File: src/rtl/etapa_fetch.sv
// etapa_fetch: instruction fetch stage for the monociclo_FPGA core.
// Keeps the PC, issues one single-cycle read per instruction to a variable
// latency instruction memory, and hands instruction/opcode/PC downstream
// through a valid/ready handshake. Taken branches redirect the next fetch.
//
// Optional build macro FETCH_HALT_EN: adds a HALT state entered when a
// SYSTEM instruction (ecall/ebreak) is accepted; only reset leaves it.
// Without the macro halted_o is tied low.
module etapa_fetch #(
    parameter int          ADDR_W   = 32,
    parameter logic [31:0] RESET_PC = 32'h0000_0000
) (
    input  logic              clk_i,
    input  logic              rst_i,
    output logic              imem_req_o,
    output logic [ADDR_W-1:0] imem_addr_o,
    input  logic              imem_rvalid_i,
    input  logic [31:0]       imem_rdata_i,
    output logic [31:0]       instr_o,
    output logic [6:0]        opcode_o,
    output logic [ADDR_W-1:0] pc_o,
    output logic              valid_o,
    input  logic              ready_i,
    input  logic              branch_i,
    input  logic [ADDR_W-1:0] branch_target_i,
    output logic              halted_o
);

    // Reset PC truncated to the address width, kept word aligned.
    localparam logic [ADDR_W-1:0] RESET_PC_A = RESET_PC[ADDR_W-1:0] & ~ADDR_W'(3);

    // Opcode shared by ecall/ebreak.
    localparam logic [6:0] OPC_SYSTEM = 7'b1110011;

    typedef enum logic [2:0] {
        S_IDLE,
        S_FETCH,
        S_WAIT,
        S_HOLD,
        S_HALT
    } state_t;

    state_t            state;
    logic [ADDR_W-1:0] pc;
    logic [ADDR_W-1:0] pc_plus4;
    logic [ADDR_W-1:0] branch_pc;
    logic [ADDR_W-1:0] next_pc;
    logic              transfer;

    // Sequential and redirect address candidates; pc+4 wraps naturally.
    always_comb begin
        pc_plus4  = pc + ADDR_W'(4);
        branch_pc = branch_target_i & ~ADDR_W'(3);
        next_pc   = branch_i ? branch_pc : pc_plus4;
        transfer  = (state == S_HOLD) && ready_i;
    end

    // Single FSM: state, PC and every output register.
    // NOTE: all state here uses non-blocking assignments so every register
    // samples pre-edge values, independent of statement order.
    always_ff @(posedge clk_i) begin
        if (rst_i) begin
            state       <= S_IDLE;
            pc          <= RESET_PC_A;
            instr_o     <= '0;
            opcode_o    <= '0;
            pc_o        <= '0;
            valid_o     <= 1'b0;
            imem_req_o  <= 1'b0;
            imem_addr_o <= '0;
`ifdef FETCH_HALT_EN
            halted_o    <= 1'b0;
`endif
        end else begin
            case (state)
                S_IDLE: begin
                    // Registered request: it is visible during the FETCH cycle.
                    state       <= S_FETCH;
                    imem_req_o  <= 1'b1;
                    imem_addr_o <= pc;
                end

                S_FETCH: begin
                    state       <= S_WAIT;
                    imem_req_o  <= 1'b0;
                    imem_addr_o <= '0;
                end

                S_WAIT: begin
                    // Responses are only honoured here, so stale ones are dropped.
                    if (imem_rvalid_i) begin
                        instr_o  <= imem_rdata_i;
                        opcode_o <= imem_rdata_i[6:0];
                        pc_o     <= pc;
                        valid_o  <= 1'b1;
                        state    <= S_HOLD;
                    end
                end

                S_HOLD: begin
                    if (transfer) begin
                        valid_o <= 1'b0;
`ifdef FETCH_HALT_EN
                        if (opcode_o == OPC_SYSTEM) begin
                            state    <= S_HALT;
                            halted_o <= 1'b1;
                        end else begin
                            pc          <= next_pc;
                            state       <= S_FETCH;
                            imem_req_o  <= 1'b1;
                            imem_addr_o <= next_pc;
                        end
`else
                        pc          <= next_pc;
                        state       <= S_FETCH;
                        imem_req_o  <= 1'b1;
                        imem_addr_o <= next_pc;
`endif
                    end
                end

                S_HALT: begin
                    // Terminal until reset.
                    state <= S_HALT;
                end

                default: begin
                    state <= S_IDLE;
                end
            endcase
        end
    end

`ifndef FETCH_HALT_EN
    assign halted_o = 1'b0;
`endif

endmodule

File: config.mk
export PLATFORM = sky130hd
export DESIGN_NAME = etapa_fetch
export DESIGN_NICKNAME = d
export VERILOG_FILES = /design/src/rtl/etapa_fetch.sv
export SDC_FILE = /design/constraint.sdc
export NUM_CORES = 1
export LEC_CHECK = 0
export CORE_MARGIN = 3
export CORE_UTILIZATION = 45
export DETAILED_ROUTE_END_ITERATION = 10
export PLACE_DENSITY = 0.76
export SETUP_SLACK_MARGIN = 0.15
export SLEW_MARGIN = 25
export SYNTH_ARGS = -nofsm -noshare
export SYNTH_HDL_FRONTEND = slang
export SYNTH_SLANG_ARGS = --single-unit
File: constraint.sdc
create_clock -name clk_i -period 3.86 [get_ports clk_i]
set_input_delay 0.965 -clock clk_i [delete_from_list [all_inputs] [get_ports clk_i]]
set_output_delay 0.965 -clock clk_i [all_outputs]
set_load 0.03 [all_outputs]
[After elaboration in Yosys (flattened, before gate mapping)]
Index checks and enable logic that the tools add are counted.
Word-level totals
  bits in registers: 140
  bits of input ports: 69
Operators by class
  $add $sub $neg: 1
  eq/ne operators: 6
  mux-type cells: 11
  reduce and logical (&&, ||, !) cells: 9
Operators with widths (number)
  $pmux 32 s3: 1
  $mux 32: 2
  $add 32x3->32 const B: 1
  $pmux 3 s5: 1
  $reduce_and 2->1: 4
  $eq 3x2->1 const B: 2
  $mux 3: 2
  $ne 2x2->1 const B: 2
  $eq 3x1->1 const B: 1
  $eq 3x3->1 const B: 1
  $logic_not 3->1: 1
  $mux 1: 3
  $pmux 1 s3: 1
  $reduce_and 3->1: 1
  $reduce_bool 3->1: 1
  $pmux 1 s2: 1
  $reduce_bool 2->1: 1
  $logic_and 1x1->1: 1

[Logic depth before layout (Yosys ltp)]
  word-level depth: 4
  mapped depth: 9
  depth with buffers taken out: 7

[Worst setup path before layout]
Ideal clock, no wire load.
  path kind: flip-flop to flip-flop
  from: reg pc[2]
  to: reg pc[28]
  arrival time: 2222 ps
  path slack: 1571 ps
  cell stages (with the launch flop): 9
  period minus slack after synthesis: 2289 ps
  cell sequence: dfxtp_1 -> ha_1 -> nand2_1 -> or4_4 -> buf_6 -> nor4_2 -> nor3_1 -> or3_1 -> a21oi_2
Between the ends
  cells in the longest elaborated chain, start to end: 2
RTL lines
  from (decl): RTL line 44  | logic [ADDR_W-1:0] pc;
  from (signal assigned): RTL line 114  | pc <= next_pc;
  $add 32x3->32: RTL line 52  | pc_plus4 = pc + ADDR_W'(4);
  $mux 32: RTL line 54  | next_pc = branch_i ? branch_pc : pc_plus4;
Every way passes these cells.
A chain may end at the register's enable or synchronous reset.

[Final worst setup path]
  from: reg pc[4]
  to: reg imem_addr_o[25]
Between the ends
  cells in the longest elaborated chain, start to end: 4
RTL lines
  $add 32x3->32: RTL line 52
  $mux 32: RTL line 54
  $mux 32: RTL line 101  | if (transfer) begin
  $pmux 32 s3: RTL line 75  | case (state)
  to (signal assigned): RTL line 80  | imem_addr_o <= pc;
  to (signal assigned): RTL line 117  | imem_addr_o <= next_pc;
  to (decl): RTL line 16  | output logic [ADDR_W-1:0] imem_addr_o,
Every way passes these cells. The select of a mux whose other input is x is not followed.

==> impl_metrics.env <==
export IMPL_hold_class="flip-flop to flip-flop"
export IMPL_post_synth_xor_area_fraction_pct=1.572
export IMPL_ys_flop_type="dfxtp_1"
export IMPL_path_clk_slew_ns=0.05
export IMPL_nFillCells=1172
export IMPL_viasPerCell=5.545
export IMPL_synth_cell_type_count=58
export IMPL_p_leak_nw=2.811
export IMPL_avgSynthCellArea_um2=7.555
export IMPL_power_density_nw_per_um2=413.9
export IMPL_min_path_cells=2
export IMPL_grt_start_max_net_pins=77
export IMPL_wl_um=18160
export IMPL_startpoint_type="flip-flop"
export IMPL_finalMaxSlewViolations=0
export IMPL_gp_congestion=0.8795
export IMPL_stdcell_count=1121
export IMPL_netlist_instances=811
export IMPL_min_period_over_period_pct=73.60
export IMPL_start_util_pct=46.09
export IMPL_postCtsSetupBuffers=0
export IMPL_worstReg2RegStart="pc[4]"
export IMPL_fp_dieArea_um2=15050
export IMPL_hp_start="pc_o[22]"
export IMPL_timing_hold_ws_ns=0.4493
export IMPL_yosys_warnings=0
export IMPL_max_freq_mhz=352.0
export IMPL_worstPathArrival_ns=3.13
export IMPL_setup_viol=0
export IMPL_drtAntennaViolNets=0
export IMPL_synth_edff_count=0
export IMPL_clkLatencyLatePin_ns=0.41
export IMPL_final_cell_mix="nand2_1, clkdlybuf4s50_1, dfxtp_1"
export IMPL_hpwlAfterDp_um=12080
export IMPL_dp_cells=1092
export IMPL_ys_seq_elements=133
export IMPL_run_status="complete, no violations"
export IMPL_layout_nets=1005
export IMPL_dr_total_vias=6216
export IMPL_grt_pass1_vias=5746
export IMPL_cts_sinks=133
export IMPL_synth_top_family_by_area="simple AND/OR/NAND/NOR gates"
export IMPL_io_pins=175
export IMPL_setup_ws_ns=1.019
export IMPL_reg2reg_to="imem_addr_o[25]"
export IMPL_root_buffer="clkbuf_16"
export IMPL_synthSimpleGateAreaFrac_pct=25.91
export IMPL_die_y_um=122.7
export IMPL_ir_drop_uv=294.5
export IMPL_fin_crit_ns=2.841
export IMPL_synth_compound_area_share_pct=21.81
export IMPL_multiInputGateArea_um2=3107
export IMPL_syn_nets=881
export IMPL_rsz0062_at_grt="false"
export IMPL_area_growth_pct=36.49
export IMPL_fin_skew_ns=0.008855
export IMPL_synth_adder_area_share_pct=0.2042
export IMPL_antenna_found_initial=0
export IMPL_r2r_slack_ns=1.02
export IMPL_core_rowCount=42
export IMPL_wire_per_inst_um=16.20
export IMPL_crit_required_ns=4.15
export IMPL_pre_cts_ws_ns=0.9402
export IMPL_core_area_um2=13300
export IMPL_ctsHoldBuffers=0
export IMPL_crit_fanout=14
export IMPL_syn_area_um2=6127
export IMPL_clockBufferDepth=2
export IMPL_grt_usage_pct=24.19
export IMPL_end_kind="flip-flop"
export IMPL_hold_viol=0
export IMPL_dr_pass1_iters=5
export IMPL_final_common_cell="nand2_1"
export IMPL_numPortBuffers=171
export IMPL_overflow=0
export IMPL_synth_area_mux_share_pct=0.8577
export IMPL_layout_drive_gt1_share_pct=5.714
export IMPL_drtIter0Drc=538
export IMPL_cts_tree="done"
export IMPL_numCtsBuffers=17
export IMPL_regArea_um2=2663
export IMPL_cts_max_level=4
export IMPL_worst_pin_slew_ns=0.9578
export IMPL_maxSlewHeadroom_pct=36.15
export IMPL_rr_worst_depth=6
export IMPL_worstSetupPathType="flip-flop to flip-flop"
export IMPL_diodes=0
export IMPL_ys_seq_area_share_pct=43.46
export IMPL_min_to="pc_o[22]"
export IMPL_post_cts_resized=0
export IMPL_drc=0
export IMPL_grt_pass1_wl_um=28950
export IMPL_async_flop_share_pct=0
export IMPL_die_width_um=122.7
export IMPL_drv_cap=0
export IMPL_setup_tns_ns=0
[metal layers]
| layer | track usage, % | part of all wire (%) | vias up |
|---|---|---|---|
| met5 | 0 | 0 | - |
| met4 | 10.01 | 2.5 | 0 |
| met3 | 6.406 | 6.7 | 30 |
| met2 | 38.20 | 49 | 234 |
| met1 | 31.32 | 42 | 2881 |
| li1 | - | - | 3071 |
[state kept, by name, indices dropped and copies added (netlist names)]
name and flops:
imem_req_o 1, state 3, valid_o 1, pc_o 32, pc 32, imem_addr_o 32, instr_o 32
[synthesized netlist by cell type, types with 3 or more instances]
library cell | instances | area [um^2]
nand2b_1 | 8 | 50.05
a21oi_1 | 101 | 505.5
and2_1 | 3 | 18.77
nor3_1 | 36 | 180.2
a221oi_1 | 9 | 78.83
a31oi_1 | 4 | 25.02
xnor2_1 | 5 | 43.79
buf_4 | 10 | 75.07
or4_1 | 3 | 22.52
or3_1 | 6 | 37.54
o31ai_1 | 9 | 67.56
o211ai_1 | 4 | 30.03
nand3_1 | 18 | 90.09
a221o_1 | 3 | 30.03
clkbuf_1 | 62 | 232.7
buf_2 | 6 | 30.03
xor2_1 | 6 | 52.55
a22o_1 | 4 | 35.03
a22oi_1 | 14 | 105.1
inv_1 | 4 | 15.01
nor2_1 | 70 | 262.8
nor4_1 | 6 | 37.54
mux2i_1 | 3 | 30.03
dfxtp_1 | 133 | 2663
and4_1 | 3 | 26.28
nand4_1 | 5 | 31.28
o31a_1 | 6 | 52.55
and3_1 | 6 | 37.54
a211oi_1 | 12 | 90.09
nand2_1 | 176 | 660.6
o21ai_0 | 40 | 200.2
[worst max-delay path, stage by stage, from the launching register on]
cell and delay, ns:
dfxtp_1 0.50, nand3_1 0.45, or3_1 0.59, or4_1 0.49, a31oi_1 0.23, a221oi_1 0.14
nor3_1 0.31
[logic make-up (layout without fill, tap and decap cells)]
logic type	Yosys count	count (layout)
simple gates	354	354
compound gates	220	220
flops	133	133
buf+inv	86	220
xor+xnor	11	11
mux	5	5
fa+ha+maj	1	1
other cells	1	1
[per-stage QoR]
| stage | total power [mW] | util, % | instance area [um^2] |
|---|---|---|---|
| after global routing | 3.589 | 62.90 | 8363 |
| after detailed placement | 1.992 | 58.83 | 7821 |
| after CTS | 3.486 | 62.90 | 8363 |
| final | 3.461 | 62.90 | 8363 |
| after global placement | 1.988 | 58.83 | 7821 |
| after floorplan | 1.773 | - | 6127 |
[power by group]
part | internal [mW] | switching [mW]
Clock | 0.938 | 0.557
Combinational | 0.208 | 0.298
Sequential | 1.42 | 0.0398
Total | 2.57 | 0.895
[final cells by class]
type	instances	share of cell area [%]
Tap cell	176	2.633
Multi-Input combinational cell	592	37.15
Clock buffer	24	5.880
Inverter	6	0.2693
Sequential cell	133	31.84
Clock inverter	5	0.5984
Timing Repair Buffer	185	21.63
[how the worst max path moves through the flow]
stage / startpoint / depth (start not counted) / to
after floorplan: pc[2] / 8 / pc[28]
after global placement: ready_i / 6 / imem_addr_o[31]
after detailed placement: ready_i / 6 / imem_addr_o[31]
after CTS: pc[4] / 6 / imem_addr_o[25]
after global routing: pc[4] / 6 / imem_addr_o[25]
final: pc[4] / 6 / imem_addr_o[25]
Power figures use the tool's default switching activity.
